**config.mk**
```make
export PLATFORM = sky130hd
export DESIGN_NAME = load_store_unit
export DESIGN_NICKNAME = d
export VERILOG_FILES = /design/src/rtl/load_store_unit.sv
export SDC_FILE = /design/constraint.sdc
export NUM_CORES = 1
export LEC_CHECK = 0
export ABC_AREA = 1
export BUFFER_PORTS_ARGS = -buffer_cell sky130_fd_sc_hd__buf_4
export CAP_MARGIN = 20
export CORE_UTILIZATION = 49
export CTS_CLUSTER_DIAMETER = 40
export CTS_CLUSTER_SIZE = 16
export DETAILED_ROUTE_END_ITERATION = 8
export GPL_TIMING_DRIVEN = 0
export HOLD_SLACK_MARGIN = 0.08
export MAX_ROUTING_LAYER = met4
export PLACE_DENSITY = 0.83
export SYNTH_ARGS = -nofsm -noshare
export SYNTH_HDL_FRONTEND = slang
export SYNTH_SLANG_ARGS = --single-unit
```
**constraint.sdc**
```tcl
create_clock -name clk -period 1.9 [get_ports clk]
set_input_delay 0.57 -clock clk [delete_from_list [all_inputs] [get_ports clk]]
set_output_delay 0.57 -clock clk [all_outputs]
set_load 0.01 [all_outputs]
```
**src/rtl/load_store_unit.sv**
```systemverilog
// Memory-stage load/store unit: one aligned data-memory access per request,
// with byte enables, lane-replicated store data, load extension and a bus timeout.
//
// state  | meaning
// IDLE   | waiting for req_valid; bus idle
// ACCESS | mem_req held until mem_ready or timeout
// RESP   | done pulse with load_data / err_code
module load_store_unit #(
  parameter int TIMEOUT = 16
) (
  input  logic        clk,
  input  logic        rst,
  input  logic        req_valid,
  input  logic        req_we,
  input  logic [2:0]  req_funct3,
  input  logic [31:0] req_addr,
  input  logic [31:0] req_wdata,
  output logic        busy,
  output logic        done,
  output logic [31:0] load_data,
  output logic [1:0]  err_code,
  output logic        mem_req,
  output logic        mem_we,
  output logic [31:0] mem_addr,
  output logic [31:0] mem_wdata,
  output logic [3:0]  mem_be,
  input  logic        mem_ready,
  input  logic [31:0] mem_rdata
);

  localparam int CW = (TIMEOUT > 1) ? $clog2(TIMEOUT) : 1;
  localparam logic [CW-1:0] LAST_CNT = CW'(TIMEOUT - 1);

  localparam logic [1:0] ERR_OK      = 2'b00;
  localparam logic [1:0] ERR_ALIGN   = 2'b01;
  localparam logic [1:0] ERR_TIMEOUT = 2'b10;
  localparam logic [1:0] ERR_FUNCT3  = 2'b11;

  typedef enum logic [1:0] {
    S_IDLE   = 2'd0,
    S_ACCESS = 2'd1,
    S_RESP   = 2'd2
  } state_t;

  state_t          r_state,     w_state_n;
  logic [CW-1:0]   r_count,     w_count_n;
  logic            r_we,        w_we_n;
  logic [2:0]      r_funct3,    w_funct3_n;
  logic [1:0]      r_lane,      w_lane_n;
  logic            r_busy,      w_busy_n;
  logic            r_done,      w_done_n;
  logic [31:0]     r_load_data, w_load_data_n;
  logic [1:0]      r_err,       w_err_n;
  logic            r_mem_req,   w_mem_req_n;
  logic            r_mem_we,    w_mem_we_n;
  logic [31:0]     r_mem_addr,  w_mem_addr_n;
  logic [31:0]     r_mem_wdata, w_mem_wdata_n;
  logic [3:0]      r_mem_be,    w_mem_be_n;

  logic            w_illegal;
  logic            w_misaligned;
  logic [3:0]      w_be;
  logic [31:0]     w_wdata;
  logic [7:0]      w_byte;
  logic [15:0]     w_half;
  logic [31:0]     w_ext;

  // Request decode, evaluated on the live request inputs while IDLE.
  always_comb begin
    if (req_we)
      w_illegal = req_funct3[2] | (req_funct3[1:0] == 2'b11);
    else
      w_illegal = (req_funct3[1:0] == 2'b11) | (req_funct3 == 3'b110);

    w_misaligned = ((req_funct3[1:0] == 2'b01) & req_addr[0]) |
                   ((req_funct3[1:0] == 2'b10) & (req_addr[1:0] != 2'b00));

    w_be    = 4'b1111;
    w_wdata = req_wdata;
    case (req_funct3[1:0])
      2'b00: begin
        w_be    = 4'b0001 << req_addr[1:0];
        w_wdata = {4{req_wdata[7:0]}};
      end
      2'b01: begin
        w_be    = req_addr[1] ? 4'b1100 : 4'b0011;
        w_wdata = {2{req_wdata[15:0]}};
      end
      default: begin
        w_be    = 4'b1111;
        w_wdata = req_wdata;
      end
    endcase
  end

  // Lane select and extension of the returned word, using the latched request.
  always_comb begin
    case (r_lane)
      2'd0:    w_byte = mem_rdata[7:0];
      2'd1:    w_byte = mem_rdata[15:8];
      2'd2:    w_byte = mem_rdata[23:16];
      default: w_byte = mem_rdata[31:24];
    endcase
    w_half = r_lane[1] ? mem_rdata[31:16] : mem_rdata[15:0];

    case (r_funct3)
      3'b000:  w_ext = {{24{w_byte[7]}}, w_byte};
      3'b001:  w_ext = {{16{w_half[15]}}, w_half};
      3'b100:  w_ext = {24'd0, w_byte};
      3'b101:  w_ext = {16'd0, w_half};
      default: w_ext = mem_rdata;
    endcase
    if (r_we)
      w_ext = 32'd0;
  end

  always_comb begin
    w_state_n     = r_state;
    w_count_n     = r_count;
    w_we_n        = r_we;
    w_funct3_n    = r_funct3;
    w_lane_n      = r_lane;
    w_busy_n      = r_busy;
    w_done_n      = 1'b0;
    w_load_data_n = r_load_data;
    w_err_n       = r_err;
    w_mem_req_n   = r_mem_req;
    w_mem_we_n    = r_mem_we;
    w_mem_addr_n  = r_mem_addr;
    w_mem_wdata_n = r_mem_wdata;
    w_mem_be_n    = r_mem_be;

    unique case (r_state)
      S_IDLE: begin
        if (req_valid) begin
          w_we_n     = req_we;
          w_funct3_n = req_funct3;
          w_lane_n   = req_addr[1:0];
          w_busy_n   = 1'b1;
          if (w_illegal) begin
            w_state_n     = S_RESP;
            w_done_n      = 1'b1;
            w_err_n       = ERR_FUNCT3;
            w_load_data_n = 32'd0;
          end else if (w_misaligned) begin
            w_state_n     = S_RESP;
            w_done_n      = 1'b1;
            w_err_n       = ERR_ALIGN;
            w_load_data_n = 32'd0;
          end else begin
            w_state_n     = S_ACCESS;
            w_count_n     = '0;
            w_mem_req_n   = 1'b1;
            w_mem_we_n    = req_we;
            w_mem_addr_n  = {req_addr[31:2], 2'b00};
            w_mem_wdata_n = w_wdata;
            w_mem_be_n    = w_be;
          end
        end
      end

      S_ACCESS: begin
        // mem_ready is checked first so a response in the last allowed cycle succeeds.
        if (mem_ready) begin
          w_state_n     = S_RESP;
          w_done_n      = 1'b1;
          w_err_n       = ERR_OK;
          w_load_data_n = w_ext;
          w_mem_req_n   = 1'b0;
          w_mem_we_n    = 1'b0;
          w_mem_be_n    = 4'b0000;
        end else if (r_count == LAST_CNT) begin
          w_state_n     = S_RESP;
          w_done_n      = 1'b1;
          w_err_n       = ERR_TIMEOUT;
          w_load_data_n = 32'd0;
          w_mem_req_n   = 1'b0;
          w_mem_we_n    = 1'b0;
          w_mem_be_n    = 4'b0000;
        end else begin
          w_count_n = r_count + 1'b1;
        end
      end

      S_RESP: begin
        w_state_n = S_IDLE;
        w_busy_n  = 1'b0;
      end

      default: begin
        w_state_n   = S_IDLE;
        w_busy_n    = 1'b0;
        w_mem_req_n = 1'b0;
        w_mem_we_n  = 1'b0;
        w_mem_be_n  = 4'b0000;
      end
    endcase
  end

  always_ff @(posedge clk) begin
    if (rst) begin
      r_state     <= S_IDLE;
      r_count     <= '0;
      r_we        <= 1'b0;
      r_funct3    <= 3'd0;
      r_lane      <= 2'd0;
      r_busy      <= 1'b0;
      r_done      <= 1'b0;
      r_load_data <= 32'd0;
      r_err       <= 2'd0;
      r_mem_req   <= 1'b0;
      r_mem_we    <= 1'b0;
      r_mem_addr  <= 32'd0;
      r_mem_wdata <= 32'd0;
      r_mem_be    <= 4'd0;
    end else begin
      r_state     <= w_state_n;
      r_count     <= w_count_n;
      r_we        <= w_we_n;
      r_funct3    <= w_funct3_n;
      r_lane      <= w_lane_n;
      r_busy      <= w_busy_n;
      r_done      <= w_done_n;
      r_load_data <= w_load_data_n;
      r_err       <= w_err_n;
      r_mem_req   <= w_mem_req_n;
      r_mem_we    <= w_mem_we_n;
      r_mem_addr  <= w_mem_addr_n;
      r_mem_wdata <= w_mem_wdata_n;
      r_mem_be    <= w_mem_be_n;
    end
  end

  assign busy      = r_busy;
  assign done      = r_done;
  assign load_data = r_load_data;
  assign err_code  = r_err;
  assign mem_req   = r_mem_req;
  assign mem_we    = r_mem_we;
  assign mem_addr  = r_mem_addr;
  assign mem_wdata = r_mem_wdata;
  assign mem_be    = r_mem_be;

endmodule

```
==> impl_metrics.env <==
export IMPL_run_status="finished clean"
export IMPL_p_leak_nw=3.51
export IMPL_final_area_um2=7540
export IMPL_h_tree_depth=4
export IMPL_worstPathRequired_ns=2.31
export IMPL_yosysUniqueCellTypes=28
export IMPL_synth_edf_count=0
export IMPL_worst_endpoint_arrival_ns=2.11
export IMPL_drv_slew=0
export IMPL_synth_common_cells="nand2_1, a21oi_1, dfxtp_1"
export IMPL_synth_top_family_by_area="simple AND/OR/NAND/NOR gates"
export IMPL_synth_ff_type="dfxtp_1"
export IMPL_startpoint="r_funct3[0]"
export IMPL_syn2layout_area_growth_pct=42.6
export IMPL_pwr_share_clk_pct=42.7
export IMPL_pre_cts_ws_ns=-0.0916
export IMPL_synth_xor_area_share_pct=0.331
export IMPL_hold_viol_final=0
export IMPL_io_buffers=206
export IMPL_grt_max_degree=17
export IMPL_wl_per_cell_um=14.4
export IMPL_fmax_ghz=0.590
export IMPL_ios=210
export IMPL_synthesis_area_um2=5290
export IMPL_place_gp_congestion=0.923
export IMPL_via_per_inst=5.18
export IMPL_netlist_area_leader_share_pct=43.9
export IMPL_yosys_cell_count_top_type="nand2_1"
export IMPL_met3_usage_pct=7.79
export IMPL_cp_cell_sequence="buf_2 -> inv_2 -> nand2_2 -> a21oi_2 -> buf_2 -> nand2_1 -> nor2_1 -> nor2_1 -> nor2_1 -> nor2_1"
export IMPL_synth_compound_area_share_pct=18.1
export IMPL_p_seq_share_pct=39.1
export IMPL_post_cts_resized=0
export IMPL_synth_avg_cell_area_um2=6.77
export IMPL_start_util_pct=51.0
export IMPL_drv_cap=0
export IMPL_hold_ws_ns=0.302
export IMPL_crit_path_top_delay_cell="dfxtp_1"
export IMPL_min_from="req_addr[17]"
export IMPL_crit_top_cell="nor2_1"
export IMPL_dr_total_vias=5984
export IMPL_comb_power_share_pct=18.2
export IMPL_synth_seq_area_share_pct=43.9
export IMPL_cts_buffer_depth=2
export IMPL_grt_busiest_layer="met2"
export IMPL_ys_async_sr_fraction_pct=0
export IMPL_drt_pre_antenna_iters=5
export IMPL_rows=37
export IMPL_ant_nets=0
export IMPL_core_area_um2=10400
export IMPL_route_detailed_drc=0
export IMPL_cts_tree="yes"
export IMPL_die_y_um=106
export IMPL_cts_made_buffers=17
export IMPL_layout_drive_gt1_share_pct=29.1
export IMPL_yosysTopAreaCell="dfxtp_1"
export IMPL_dp_cells=1124
export IMPL_grt_pass1_vias=5584
export IMPL_ys_seq_elements=116
export IMPL_hold_path_class="in -> reg"
export IMPL_placed_cell_area_um2=7010
export IMPL_die_area_um2=11200
export IMPL_gr_usage_all_layers_pct=31.2
export IMPL_holdBufCountCts=0
export IMPL_overflow=0
export IMPL_setup_viol_count_final=0
export IMPL_rsz0062_at_grt="no"
export IMPL_p_sw_share_pct=30.0
export IMPL_antennaDiodeCount=0
export IMPL_synth_simple_area_share_pct=29.0
export IMPL_synthMuxAreaShare_pct=0
export IMPL_synthAdderAreaFrac_pct=0.237
export IMPL_power_density_nw_per_um2=893
export IMPL_postLayoutSetupSlackWorst_ns=0.205
export IMPL_syn_inst=781
export IMPL_cp_start_kind="flip-flop"
export IMPL_cp_end_kind="flip-flop"
export IMPL_tightest_slew_ns=0.691
export IMPL_critPathMaxStageDelay_ns=0.29
export IMPL_gr_usage_met1_pct=37.5
export IMPL_hpwlAfterDp_mm=12.1
export IMPL_synth_area_leaders="dfxtp_1, nand2_1, a21oi_1"
export IMPL_power_total_mw=6.74
export IMPL_peakVddDrop_uv=496
export IMPL_cts_setup_buffers=0
export IMPL_p_switching_mw=2.02
export IMPL_layout_cells_non_filler=1156
export IMPL_p_int_mw=4.72
export IMPL_r2r_start="r_funct3[0]"
export IMPL_cts_sinks=116
export IMPL_cts_root_buf="clkbuf_8"
export IMPL_slew_headroom_pct=53.9
export IMPL_finalClockSkew_ns=0.00967
export IMPL_grt_pass1_wl_mm=26.6
export IMPL_clk_pin_slew_ns=0.06
export IMPL_fin_crit_ns=1.69
export IMPL_critPathKind="reg -> reg"
export IMPL_wirelength_mm=16.7
export IMPL_die_w_um=106
export IMPL_yosys_warnings=0
export IMPL_use_met2_pct=50.7
export IMPL_antenna_found_initial=0
export IMPL_nets=1112
export IMPL_worstSkewPairLatency_ns=0.52
export IMPL_worstPathMaxFanout=10
export IMPL_drtIter0Drc=361
export IMPL_post_route_period_util_pct=89.2
path summary, 6_finish.rpt:
path                            slack [ns]            to  depth (start not counted)
worst min-delay path                  0.30  mem_addr[17]                          3
worst min register to register        0.46  load_data[6]                          2
worst max register to register        0.21  load_data[5]                         10
worst max-delay path                  0.21  load_data[5]                         10
through the flow:
| step | setup TNS [ns] | utilization [%] |
|---|---|---|
| 2_1_floorplan | 0 | - |
| 3_3_place_gp | -1.34 | 67.6 |
| 3_5_place_dp | -1.54 | 67.6 |
| 4_1_cts | 0 | 72.7 |
| 5_1_grt | 0 | 72.7 |
| 6_report | 0 | 72.7 |
flip-flops by register name (all words and copies together), names as in the netlist, 2 cells and up:
| signal | cells |
|---|---|
| mem_be | 4 |
| mem_wdata | 32 |
| r_lane | 2 |
| load_data | 32 |
| r_funct3 | 3 |
| r_count | 4 |
| mem_addr | 30 |
| r_state | 2 |
| err_code | 2 |
final cells by class:
cell class / count / area (um^2)
Buffer: 47 / 244
Clock buffer: 18 / 428
Clock inverter: 14 / 105
Fill cell: 875 / 2830
Inverter: 53 / 199
Multi-Input combinational cell: 566 / 2520
Sequential cell: 116 / 2320
Tap cell: 136 / 170
Timing Repair Buffer: 206 / 1550
routing by layer:
layer | wire length [um] | vias to the layer above
li1 | - | 2936
met1 | 7080 | 2724
met2 | 7780 | 287
met3 | 1440 | 37
met4 | 351 | 0
met5 | 0 | -
power groups by stage:
stage	registers, mW	logic [mW]	clock network, mW
3_3_place_gp	2.68	1.19	0
3_5_place_dp	2.68	1.21	0
2_1_floorplan	2.72	0.625	0
4_1_cts	2.63	1.22	2.88
6_report	2.63	1.23	2.88
5_1_grt	2.64	1.34	3.00
worst max-delay path, delay by kind of cell (launching register included):
kind            cells  cell delay, ns
simple gates        6            0.58
buf+inv             3            0.51
flops               1            0.29
compound gates      1            0.21
layout by cell type, fill, tap and decap left out, types with 2 or more instances in the layout:
| cell type | n |
|---|---|
| nand2_1 | 271 |
| buf_4 | 216 |
| a21oi_1 | 120 |
| dfxtp_1 | 116 |
| nor2_1 | 65 |
| o21ai_0 | 50 |
| inv_1 | 43 |
| clkbuf_1 | 23 |
| nand3_1 | 20 |
| clkbuf_16 | 16 |
| buf_2 | 12 |
| a21oi_2 | 11 |
| inv_2 | 10 |
| and2_1 | 6 |
| nand3_2 | 5 |
| clkinvlp_4 | 5 |
| nand2_2 | 3 |
| nor2_2 | 3 |
| inv_6 | 3 |
| clkinv_4 | 3 |
| clkinv_2 | 3 |
| buf_6 | 2 |
| conb_1 | 2 |
| clkbuf_8 | 2 |
cell families after synthesis:
logic type,count (synthesis)
AND/OR/NAND/NOR,379
XOR/XNOR,2
other,1
buffers and inverters,100
adder cells (fa/ha/maj),1
AO/OA/AOI/OAI,182
flip-flops,116
No activity file was read; power rests on OpenSTA's default activity.
